File: config.mk
export PLATFORM = sky130hd
export DESIGN_NAME = intpol2_run_ctrl
export DESIGN_NICKNAME = d
export VERILOG_FILES = /design/src/rtl/intpol2_run_ctrl.sv
export SDC_FILE = /design/constraint.sdc
export NUM_CORES = 1
export LEC_CHECK = 0
export ABC_AREA = 1
export CORE_UTILIZATION = 55
export DETAILED_ROUTE_END_ITERATION = 10
export PLACE_DENSITY = 0.77
export SLEW_MARGIN = 20
export SYNTH_ARGS = -nofsm -noshare
export SYNTH_HDL_FRONTEND = slang
export SYNTH_SLANG_ARGS = --single-unit
File: constraint.sdc
create_clock -name clk -period 8.05 [get_ports clk]
set_input_delay 1.2075 -clock clk [delete_from_list [all_inputs] [get_ports clk]]
set_output_delay 1.2075 -clock clk [all_outputs]
set_load 0.02 [all_outputs]
File: src/rtl/intpol2_run_ctrl.sv
// Run controller for the IQ quadratic interpolator: config words, output-length calc,
// start/source sequencing and output FIFO drain. Optional macro: INTPOL2_DRAIN_WDT_EN.
module intpol2_run_ctrl #(
  parameter int unsigned CONFIG_WIDTH = 32,
  parameter int unsigned ADDR_WIDTH   = 20,
  parameter int unsigned WDT_CYCLES   = 16
) (
  input  logic                      clk,
  input  logic                      rstn,
  input  logic                      cfg_we,
  input  logic [1:0]                cfg_addr,
  input  logic [CONFIG_WIDTH-1:0]   cfg_wdata,
  input  logic [ADDR_WIDTH-1:0]     sig_len_i,
  input  logic                      go_i,
  input  logic                      abort_i,
  input  logic                      core_done_i,
  input  logic                      Empty_i,
  output logic [4*CONFIG_WIDTH-1:0] config_reg_o,
  output logic                      start_o,
  output logic                      src_en_o,
  output logic                      Read_Enable_o,
  output logic                      Write_Enable_o,
  output logic [ADDR_WIDTH-1:0]     addr_o,
  output logic [ADDR_WIDTH-1:0]     total_len_o,
  output logic                      busy_o,
  output logic                      done_o,
  output logic                      err_o
);

  localparam int unsigned PW    = 2 * ADDR_WIDTH;
  localparam int unsigned WDT_W = $clog2(WDT_CYCLES + 1);
`ifdef INTPOL2_DRAIN_WDT_EN
  localparam bit WDT_EN = 1'b1;
`else
  localparam bit WDT_EN = 1'b0;
`endif

  typedef enum logic [2:0] {
    S_IDLE, S_CHECK, S_START, S_RUN, S_DRAIN, S_DONE, S_ERR
  } state_e;

  state_e                  state_q, state_d;
  logic [CONFIG_WIDTH-1:0] cfg_q [4];
  logic [ADDR_WIDTH-1:0]   sig_len_q, sig_len_d;
  logic [ADDR_WIDTH-1:0]   total_q, total_d;
  logic [ADDR_WIDTH-1:0]   rd_cnt_q, rd_cnt_d;
  logic [ADDR_WIDTH-1:0]   addr_q, addr_d;
  logic [WDT_W-1:0]        wdt_q, wdt_d;
  logic                    we_q, we_d;
  logic                    start_q, src_en_q, busy_q, done_q, err_q;
  logic                    cfg_take_c, rd_en_c, param_err_c;
  logic [ADDR_WIDTH-1:0]   ilen_c;
  logic [PW-1:0]           total_full_c;

  assign ilen_c       = cfg_q[3][ADDR_WIDTH-1:0];
  assign total_full_c = (PW'(sig_len_q) * PW'(ilen_c)) - (PW'(ilen_c) << 1);
  assign param_err_c  = (ilen_c == '0) || (sig_len_q < ADDR_WIDTH'(3)) ||
                        (total_full_c[PW-1:ADDR_WIDTH] != '0);
  assign cfg_take_c   = cfg_we && (state_q == S_IDLE || state_q == S_DONE || state_q == S_ERR);
  // FIFO read must react to Empty_i in the same cycle, so it is a direct decode
  assign rd_en_c      = (state_q == S_RUN || state_q == S_DRAIN) && !Empty_i &&
                        (rd_cnt_q < total_q);

  always_comb begin
    state_d   = state_q;
    sig_len_d = sig_len_q;
    total_d   = total_q;
    rd_cnt_d  = rd_cnt_q + ADDR_WIDTH'(rd_en_c);
    addr_d    = addr_q + ADDR_WIDTH'(we_q);
    we_d      = rd_en_c;
    wdt_d     = (WDT_EN && state_q == S_DRAIN && Empty_i && !rd_en_c) ? wdt_q + WDT_W'(1) : '0;
    unique case (state_q)
      S_IDLE, S_DONE, S_ERR: begin
        if (go_i) begin
          state_d   = S_CHECK;
          sig_len_d = sig_len_i;
          rd_cnt_d  = '0;
          addr_d    = '0;
          we_d      = 1'b0;
        end
      end
      S_CHECK: begin
        if (param_err_c) begin
          state_d = S_ERR;
        end else begin
          total_d = total_full_c[ADDR_WIDTH-1:0];
          state_d = S_START;
        end
      end
      S_START: state_d = S_RUN;
      S_RUN: begin
        if (addr_d == total_q)  state_d = S_DONE;
        else if (core_done_i)   state_d = S_DRAIN;
      end
      S_DRAIN: begin
        if (addr_d == total_q)                              state_d = S_DONE;
        else if (WDT_EN && wdt_d == WDT_W'(WDT_CYCLES))     state_d = S_ERR;
      end
      default: state_d = S_IDLE;
    endcase
    // abort overrides everything, including a simultaneous go and an in-flight write
    if (abort_i) begin
      state_d  = S_IDLE;
      rd_cnt_d = '0;
      addr_d   = '0;
      we_d     = 1'b0;
      wdt_d    = '0;
    end
  end

  always_ff @(posedge clk or negedge rstn) begin
    if (!rstn) begin
      state_q   <= S_IDLE;
      for (int i = 0; i < 4; i++) cfg_q[i] <= '0;
      sig_len_q <= '0;
      total_q   <= '0;
      rd_cnt_q  <= '0;
      addr_q    <= '0;
      wdt_q     <= '0;
      we_q      <= 1'b0;
      start_q   <= 1'b0;
      src_en_q  <= 1'b0;
      busy_q    <= 1'b0;
      done_q    <= 1'b0;
      err_q     <= 1'b0;
    end else begin
      state_q   <= state_d;
      if (cfg_take_c) cfg_q[cfg_addr] <= cfg_wdata;
      sig_len_q <= sig_len_d;
      total_q   <= total_d;
      rd_cnt_q  <= rd_cnt_d;
      addr_q    <= addr_d;
      wdt_q     <= wdt_d;
      we_q      <= we_d;
      start_q   <= (state_d == S_START);
      src_en_q  <= (state_d == S_RUN);
      busy_q    <= (state_d == S_CHECK) || (state_d == S_START) ||
                   (state_d == S_RUN)   || (state_d == S_DRAIN);
      done_q    <= (state_d == S_DONE);
      err_q     <= (state_d == S_ERR);
    end
  end

  assign config_reg_o   = {cfg_q[3], cfg_q[2], cfg_q[1], cfg_q[0]};
  assign start_o        = start_q;
  assign src_en_o       = src_en_q;
  assign Read_Enable_o  = rd_en_c;
  assign Write_Enable_o = we_q;
  assign addr_o         = addr_q;
  assign total_len_o    = total_q;
  assign busy_o         = busy_q;
  assign done_o         = done_q;
  assign err_o          = err_q;

endmodule

Word level (Yosys, flattened, before mapping)
Index checks and enable logic that the tools add are counted.
Widths: inputs -> output; s select.

storage, ports and cells
  output and inout port bits = 175
  word-level logic and storage cells = 76
  register bits after elaboration = 217

operators by class
  eq/ne operators = 13
  $add $sub $neg = 3
  multiplexer cells = 19
  $mul = 1
  bitwise logic cells = 2
  reductions and logical operators = 19
  $lt $le $gt $ge = 4

operator list
  cell                 number
  $bwmux 128           1
  $mux 20              6
  $demux 32 s2         1
  $add 20x1->20        2
  $mul 20x20->40       1
  $sub 40x21->40       1
  $mux 32              1
  $eq 20x20->1         1
  $logic_not 20->1     1
  $lt 20x2->1 const B  1
  $lt 20x20->1         1
  $reduce_bool 20->1   1
  $eq 3x3->1 const B   6
  $mux 3               6
  $pmux 3 s5           1
  $eq 3x2->1 const B   4
  $logic_or 1x1->1     8
  $eq 3x1->1 const B   2
  $logic_and 1x1->1    4
  $reduce_and 2->1     2
  $ge 3x3->1 const B   1
  $logic_not 3->1      1
  $lt 3x1->1 const B   1
  $mux 1               3
  4 further kinds      4

Logic depth before layout (Yosys ltp)
Gate-level depths: netlist of the first run.

  depth after elaboration = 11
  gate-level depth with buffers = 39

Least setup slack after synthesis of the first run
Ideal clock, no wire load.

  path kind = register to register
  start = reg cfg_q (netlist bit config_reg_o[99])
  end = reg total_q[17] (netlist: total_len_o[17])
  required time = 7.928 ns
  buffers on the path = 2
  setup slack = 1.519 ns
  clock period less this slack = 6.531 ns
  stages on the path, launching flop included = 35
  arrival = 6.409 ns
  library setup time = 0.122 ns
  cells stage by stage = dfrtp_1 -> clkbuf_1 -> nand2_1 -> fa_1 -> inv_1 -> fa_1 -> inv_1 -> fa_1 -> inv_1 -> fa_1 -> fa_1 -> fa_1 -> inv_1 -> fa_1 -> inv_1 -> ha_1 -> nand2_1 -> inv_1 -> a21oi_1 -> nand2_1 -> inv_1 -> nand2_1 -> nand2_1 -> nand2_1 -> nand2_1 -> nand2_1 -> nor2_1 -> nand3_1 -> nor2_2 -> nand2_2 -> nor2_4 -> inv_2 -> buf_6 -> nand2_1 -> o21ai_2

on the way
  cells in the longest elaborated chain, start to end = 6
  elaborated cells on any way between the ends = 8
  classes of those cells = 1 x add/sub; 1 x mul; 1 x bitwise; 5 x reduce/logical

RTL lines
  item                              RTL line  source
  start: declaration                43        logic [CONFIG_WIDTH-1:0] cfg_q [4];
  start signal: indexed assignment  128       if (cfg_take_c) cfg_q[cfg_addr] <= cfg_wdata;
  $mul 20x20->40                    56        assign total_full_c = (PW'(sig_len_q) * PW'(ilen_c)) - (PW'(ilen_c) << 1);
  $sub 40x21->40                    56
  $reduce_bool 20->1                58        (total_full_c[PW-1:ADDR_WIDTH] != '0);
  $logic_or 1x1->1                  57        assign param_err_c = (ilen_c == '0) || (sig_len_q < ADDR_WIDTH'(3)) ||
  $not 1->1 (no line)               n/a
  $reduce_and 2->1 (no line)        n/a
  end signal: assignment            130       total_q <= total_d;
  end: declaration                  45        logic [ADDR_WIDTH-1:0] total_q, total_d;

Several ways; a longest one is shown, not always the timed one.
A chain may end at the register's enable or synchronous reset.

Final worst setup path of the first run
  start = reg cfg_q (netlist bit config_reg_o[103])
  end = reg total_q[16] (netlist: total_len_o[16])

Same word-level chain as after synthesis.

==> results.py, run 1 <==
metrics = {
    "synthesis": {
        "ys_warn_count": 0,
        "synth_flop_cell": "dfrtp_1",
        "syn_area_per_cell_um2": 7.88,
        "ys_seq_area_share_pct": 22.1,
        "synth_fp_nets": 3705,
        "synth_enable_flop_cells": 0,
        "synth_seq_cells": 217,
        "synthDistinctLibCells": 45,
        "ys_async_sr_fraction_pct": 100,
        "syn_area_um2": 24600,
        "netlist_instances": 3115,
    },
    "min_path": {
        "worst_hold_path.endpoint": "config_reg_o[2]",
        "holdCritStartpoint": "config_reg_o[2]",
        "hold_class": "reg -> reg",
        "hold_depth": 2,
    },
    "final_layout": {
        "synthToLayoutAreaGrowth_pct": 15.7,
        "n_fill_cell": 3838,
        "final_common_cell": "nand2_1",
        "num-nets-final": 3894,
        "layout-drive-gt1-share_pct": 4.55,
        "ff_latch_area_um2": 5440,
        "final_cell_mix": "nand2_1 (905), inv_1 (757), fa_1 (340), clkdlybuf4s50_1 (234), dfrtp_1 (206)",
        "multiInputGateArea_um2": 15900,
    },
    "timing": {
        "finalSetupViolations": 0,
        "setup_tns_ns": 0,
        "slew_violations": 0,
        "timing.slew.headroom_pct": 27.9,
        "clock.fmax_ghz": 0.132,
        "final-hold-violation-count": 0,
        "finalCriticalPeriod_ns": 7.60,
        "worst_pin_slew_ns": 1.08,
        "rsz0062_at_grt": "no",
        "fin_crit_sh_pct": 94.4,
        "finClkSkew_ns": 0.0310,
    },
    "cts": {
        "post-cts-setup-buffer-count": 0,
        "cts_tree": "yes",
        "root_buffer": "clkbuf_16",
        "cts_resized": 0,
        "hold_buffers": 0,
        "clk_path_buf_depth": 3,
        "clock-sinks": 217,
        "cts_buffers": 26,
        "htreeDepth": 1,
        "clk_latency_ns": 0.58,
        "clk_pin_slew_ns": 0.07,
    },
    "status": {
        "status": "complete, no violations",
    },
    "drt": {
        "first_iter_violations": 1701,
        "first_pass_iters": 6,
        "via_count": 20599,
        "wl_um": 70000,
        "wl_per_cell_um": 17.9,
        "viasPerCell": 5.26,
        "ant_nets": 0,
        "drc": 0,
    },
    "worst_setup_path": {
        "r2r-start": "config_reg_o[103]",
        "r2r_setup_slack_ns": 0.45,
        "arrival_ns": 8.04,
        "r2r_end": "total_len_o[16]",
        "cp_max_fo": 25,
        "cp_slowest_cell": "dfrtp_1",
        "cp-start-kind": "flop",
        "critical_path_class": "reg -> reg",
        "cpMostUsedCell": "nand2_1",
        "crit_required_ns": 8.49,
        "endpoint_kind": "flop",
        "slowest_delay_ns": 0.83,
        "reg2reg_depth": 28,
    },
    "global_route": {
        "antenna_found_initial": 1,
        "grt.overflow.total": 0,
        "grt_pass1_wl_um": 112000,
        "grt_max_degree": 94,
        "grt_pass1_vias": 21261,
        "grtUsageTotal_pct": 31.9,
    },
    "floorplanning": {
        "rows": 77,
        "die_x_um": 213,
        "core_area_um2": 44100,
        "initial_utilization_pct": 55.6,
        "io_pins": 236,
        "dieArea_um2": 45500,
        "die_y_um": 213,
    },
    "place": {
        "dp_hpwl_um": 55600,
        "portBuffers": 235,
        "place.gp.congestion": 0.984,
    },
    "flow_run": {
        "drv_cap": 0,
    },
}
[registers in the layout (all words and copies together), names as in the netlist, 3 cells and up]
register	flops
rd_cnt_q	20
state_q	3
total_len_o	20
addr_o	20
sig_len_q	20
config_reg_o	128
[metal layers]
layer / vias to the layer above / track usage [%] / part of all wire [%]
met5: - / 0 / 0
met4: 0 / 13.3 / 4.3
met3: 189 / 4.57 / 6.9
met2: 796 / 54.5 / 50
met1: 10087 / 40.7 / 39
li1: 9527 / - / -
[cell usage after synthesis, types with 2 or more instances]
cell type,instances,area share [%]
nor3_2,3,0.12
nand2_1,907,14
or2_2,2,0.051
nor2_1,151,2.3
nor2_2,4,0.10
o21ai_1,2,0.041
and2_1,3,0.076
nand2_2,13,0.33
dfrtp_1,217,22
o21ai_2,8,0.29
buf_1,2,0.031
nand4_1,12,0.31
o21bai_1,4,0.12
mux2_2,19,0.87
nor3b_1,2,0.061
nand3_1,71,1.4
xor2_1,26,0.93
nor3_1,15,0.31
inv_1,757,12
nor2_4,4,0.18
xnor2_1,14,0.50
nor4_1,7,0.18
fa_1,340,28
ha_1,189,9.6
o211ai_1,2,0.061
o21a_1,2,0.061
a21oi_1,51,1.0
clkbuf_1,107,1.6
a21o_1,3,0.092
o21ai_0,161,3.3
nand3b_1,3,0.092
[kinds of logic after synthesis]
family                   synth area share [%]
AO/OA/AOI/OAI                            5.19
XOR/XNOR                                 1.62
adder cells (fa/ha/maj)                  37.4
buffers and inverters                    13.4
flip-flops                               22.1
multiplexers                            0.871
AND/OR/NAND/NOR                          19.5
[through the flow]
stage / util (%) / hold WS [ns] / setup WS (ns) / area, µm² / cells
2_1_floorplan: - / 0.441 / 1.52 / 24600 / 3115
3_3_place_gp: 62.4 / 0.466 / 0.470 / 27500 / 3868
3_5_place_dp: 62.4 / 0.472 / 0.310 / 27500 / 3868
4_1_cts: 64.3 / 0.488 / 0.237 / 28400 / 3913
5_1_grt: 64.3 / 0.505 / 0.0227 / 28400 / 3914
6_report: 64.3 / 0.482 / 0.447 / 28400 / 3914
[worst max path at each step]
stage / slack, ns / endpoint / startpoint
floorplan: 1.52 / total_len_o[17] / config_reg_o[99]
global placement: 0.47 / total_len_o[18] / config_reg_o[105]
detailed placement: 0.31 / total_len_o[18] / config_reg_o[105]
CTS: 0.24 / total_len_o[16] / config_reg_o[105]
global route: 0.02 / total_len_o[4] / config_reg_o[103]
finish: 0.45 / total_len_o[16] / config_reg_o[103]
[worst max-delay path, delay by kind of cell (launching register included)]
family,cells,cell delay [ns]
adder cells (fa/ha/maj),8,3.66
AO/OA/AOI/OAI,1,0.06
AND/OR/NAND/NOR,16,2.18
buffers and inverters,3,0.68
flip-flops,1,0.83
[area by class of cell]
class	instances	share of cell area, %
multi-input cells	2028	55.9
flip-flops and latches	217	19.2
inverters	758	10.0
repair buffers	273	9.31
well taps	592	2.61
clock buffers	34	2.54
clock inverters	11	0.449
diodes	1	0.00881
Power of run 1 is left out: the tool's default activity adds up to more than one toggle a clock period on the data nets, which glitch-free logic cannot reach.
==> run 2: changes to the inputs <==
- CAP_MARGIN: unset -> 20
==> run 2 against run 1 <==
Against the previous run: sequential share of layout area shrank 0.072 points; routed wire length up 0.25%; utilization is 0.20 points higher; fmax decreased by 1.4%; global-route usage is 0.24 points higher.
==> results.py, run 2 (synthesis results as in run 1) <==
metrics = {
    "worst_setup_path": {
        "arrival_ns": 8.15,
        "path_delay_family": "adder cells",
        "cp_max_fo": 25,
        "cp-start-kind": "flop",
        "crit_required_ns": 8.49,
        "cpMostUsedCell": "nand2_1",
        "cp_slowest_cell": "dfrtp_1",
        "slowest_delay_ns": 1.01,
        "cp_num_buf_inv": 2,
        "endpoint_kind": "flop",
        "critical_path_class": "reg -> reg",
    },
    "timing": {
        "rsz0062_at_grt": "no",
        "finClkSkew_ns": 0.0147,
        "timing.slew.headroom_pct": 28.2,
        "fin_crit_sh_pct": 95.8,
        "setup_tns_ns": 0,
        "fin_hold_ws_ns": 0.480,
        "clock.fmax_ghz": 0.130,
        "finalCriticalPeriod_ns": 7.71,
        "slew_violations": 0,
        "worst_pin_slew_ns": 1.08,
        "finalSetupViolations": 0,
        "final-hold-violation-count": 0,
    },
    "place": {
        "portBuffers": 235,
        "dpl_cell_area_um2": 27500,
        "dp_hpwl_um": 55800,
        "place.gp.congestion": 0.984,
    },
    "floorplanning": {
        "rows": 77,
        "die_x_um": 213,
        "core_area_um2": 44100,
        "io_pins": 236,
        "die_y_um": 213,
        "initial_utilization_pct": 55.6,
        "dieArea_um2": 45500,
    },
    "global_route": {
        "antenna_found_initial": 1,
        "grt_pass1_wl_um": 113000,
        "grtUsageTotal_pct": 32.2,
        "grt.overflow.total": 0,
        "grt_max_degree": 94,
        "grt_pass1_vias": 21528,
    },
    "cts": {
        "clk_path_buf_depth": 3,
        "cts_buffers": 27,
        "clk_pin_slew_ns": 0.06,
        "root_buffer": "clkbuf_16",
        "cts_tree": "yes",
        "clock-sinks": 217,
        "htreeDepth": 1,
        "clk_latency_ns": 0.57,
    },
    "drt": {
        "wl_um": 70200,
        "via_count": 20561,
        "ant_nets": 0,
        "wl_per_cell_um": 17.9,
        "drc": 0,
        "first_iter_violations": 1684,
        "first_pass_iters": 8,
        "viasPerCell": 5.24,
    },
    "final_layout": {
        "final_area_um2": 28500,
        "synthToLayoutAreaGrowth_pct": 16.0,
        "num-nets-final": 3897,
        "final_cell_mix": "nand2_1 (905), inv_1 (757), fa_1 (340), clkdlybuf4s50_1 (234), dfrtp_1 (209)",
        "largest_reg_flops": 128,
        "layout-drive-gt1-share_pct": 4.69,
        "final_common_cell": "nand2_1",
        "utilization_pct": 64.5,
    },
    "min_path": {
        "hold_class": "reg -> reg",
    },
    "flow_run": {
        "drv_cap": 0,
    },
    "status": {
        "status": "complete, no violations",
    },
}
==> run 2: stage by stage <==
stage | cells | setup slack [ns]
after floorplan | 3115 | 1.52
after global placement | 3868 | 0.470
after detailed placement | 3869 | 0.311
after CTS | 3917 | 0.310
after global routing | 3920 | 0.00176
final | 3921 | 0.341
==> run 2: repair_timing <==
item	CTS	global route
setup buffers	0	0
resized for setup	0	7
hold buffers	0	0
setup endpoints to repair	0	8
==> run 2: layout make-up <==
class | count | area [µm²]
diodes | 3 | 7.51
fillers | 3838 | 15600
multi-input cells | 2028 | 15900
clock inverters | 19 | 201
clock buffers | 29 | 693
repair buffers | 275 | 2690
well taps | 592 | 741
inverters | 758 | 2850
flip-flops and latches | 217 | 5440
==> run 2: tightest hold or removal path, stage by stage (launching register included) <==
cell     delay (ns)
dfrtp_1        0.34
nand2_1        0.05
o21ai_0        0.06
==> run 2: final timing paths <==
check / start / cells after the start / slack, ns / endpoint
max in group asynchronous: rstn / 2 / 5.94 / total_len_o[2]
worst min register to register: config_reg_o[59] / 2 / 0.48 / config_reg_o[59]
worst max-delay path: sig_len_q[16] / 27 / 0.34 / total_len_o[18]
worst max register to register: sig_len_q[16] / 27 / 0.34 / total_len_o[18]
min in group asynchronous: rstn / 1 / 0.65 / config_reg_o[25]
worst min-delay path: config_reg_o[59] / 2 / 0.48 / config_reg_o[59]
==> run 2: per-layer routing <==
layer	track usage (%)	up-vias	share of wire, %
met5	0	-	0
met4	13.9	0	4.2
met3	5.29	180	7.3
met2	54.6	821	50
met1	40.5	10016	39
li1	-	9544	-
Power of run 2 is left out for the same reason.
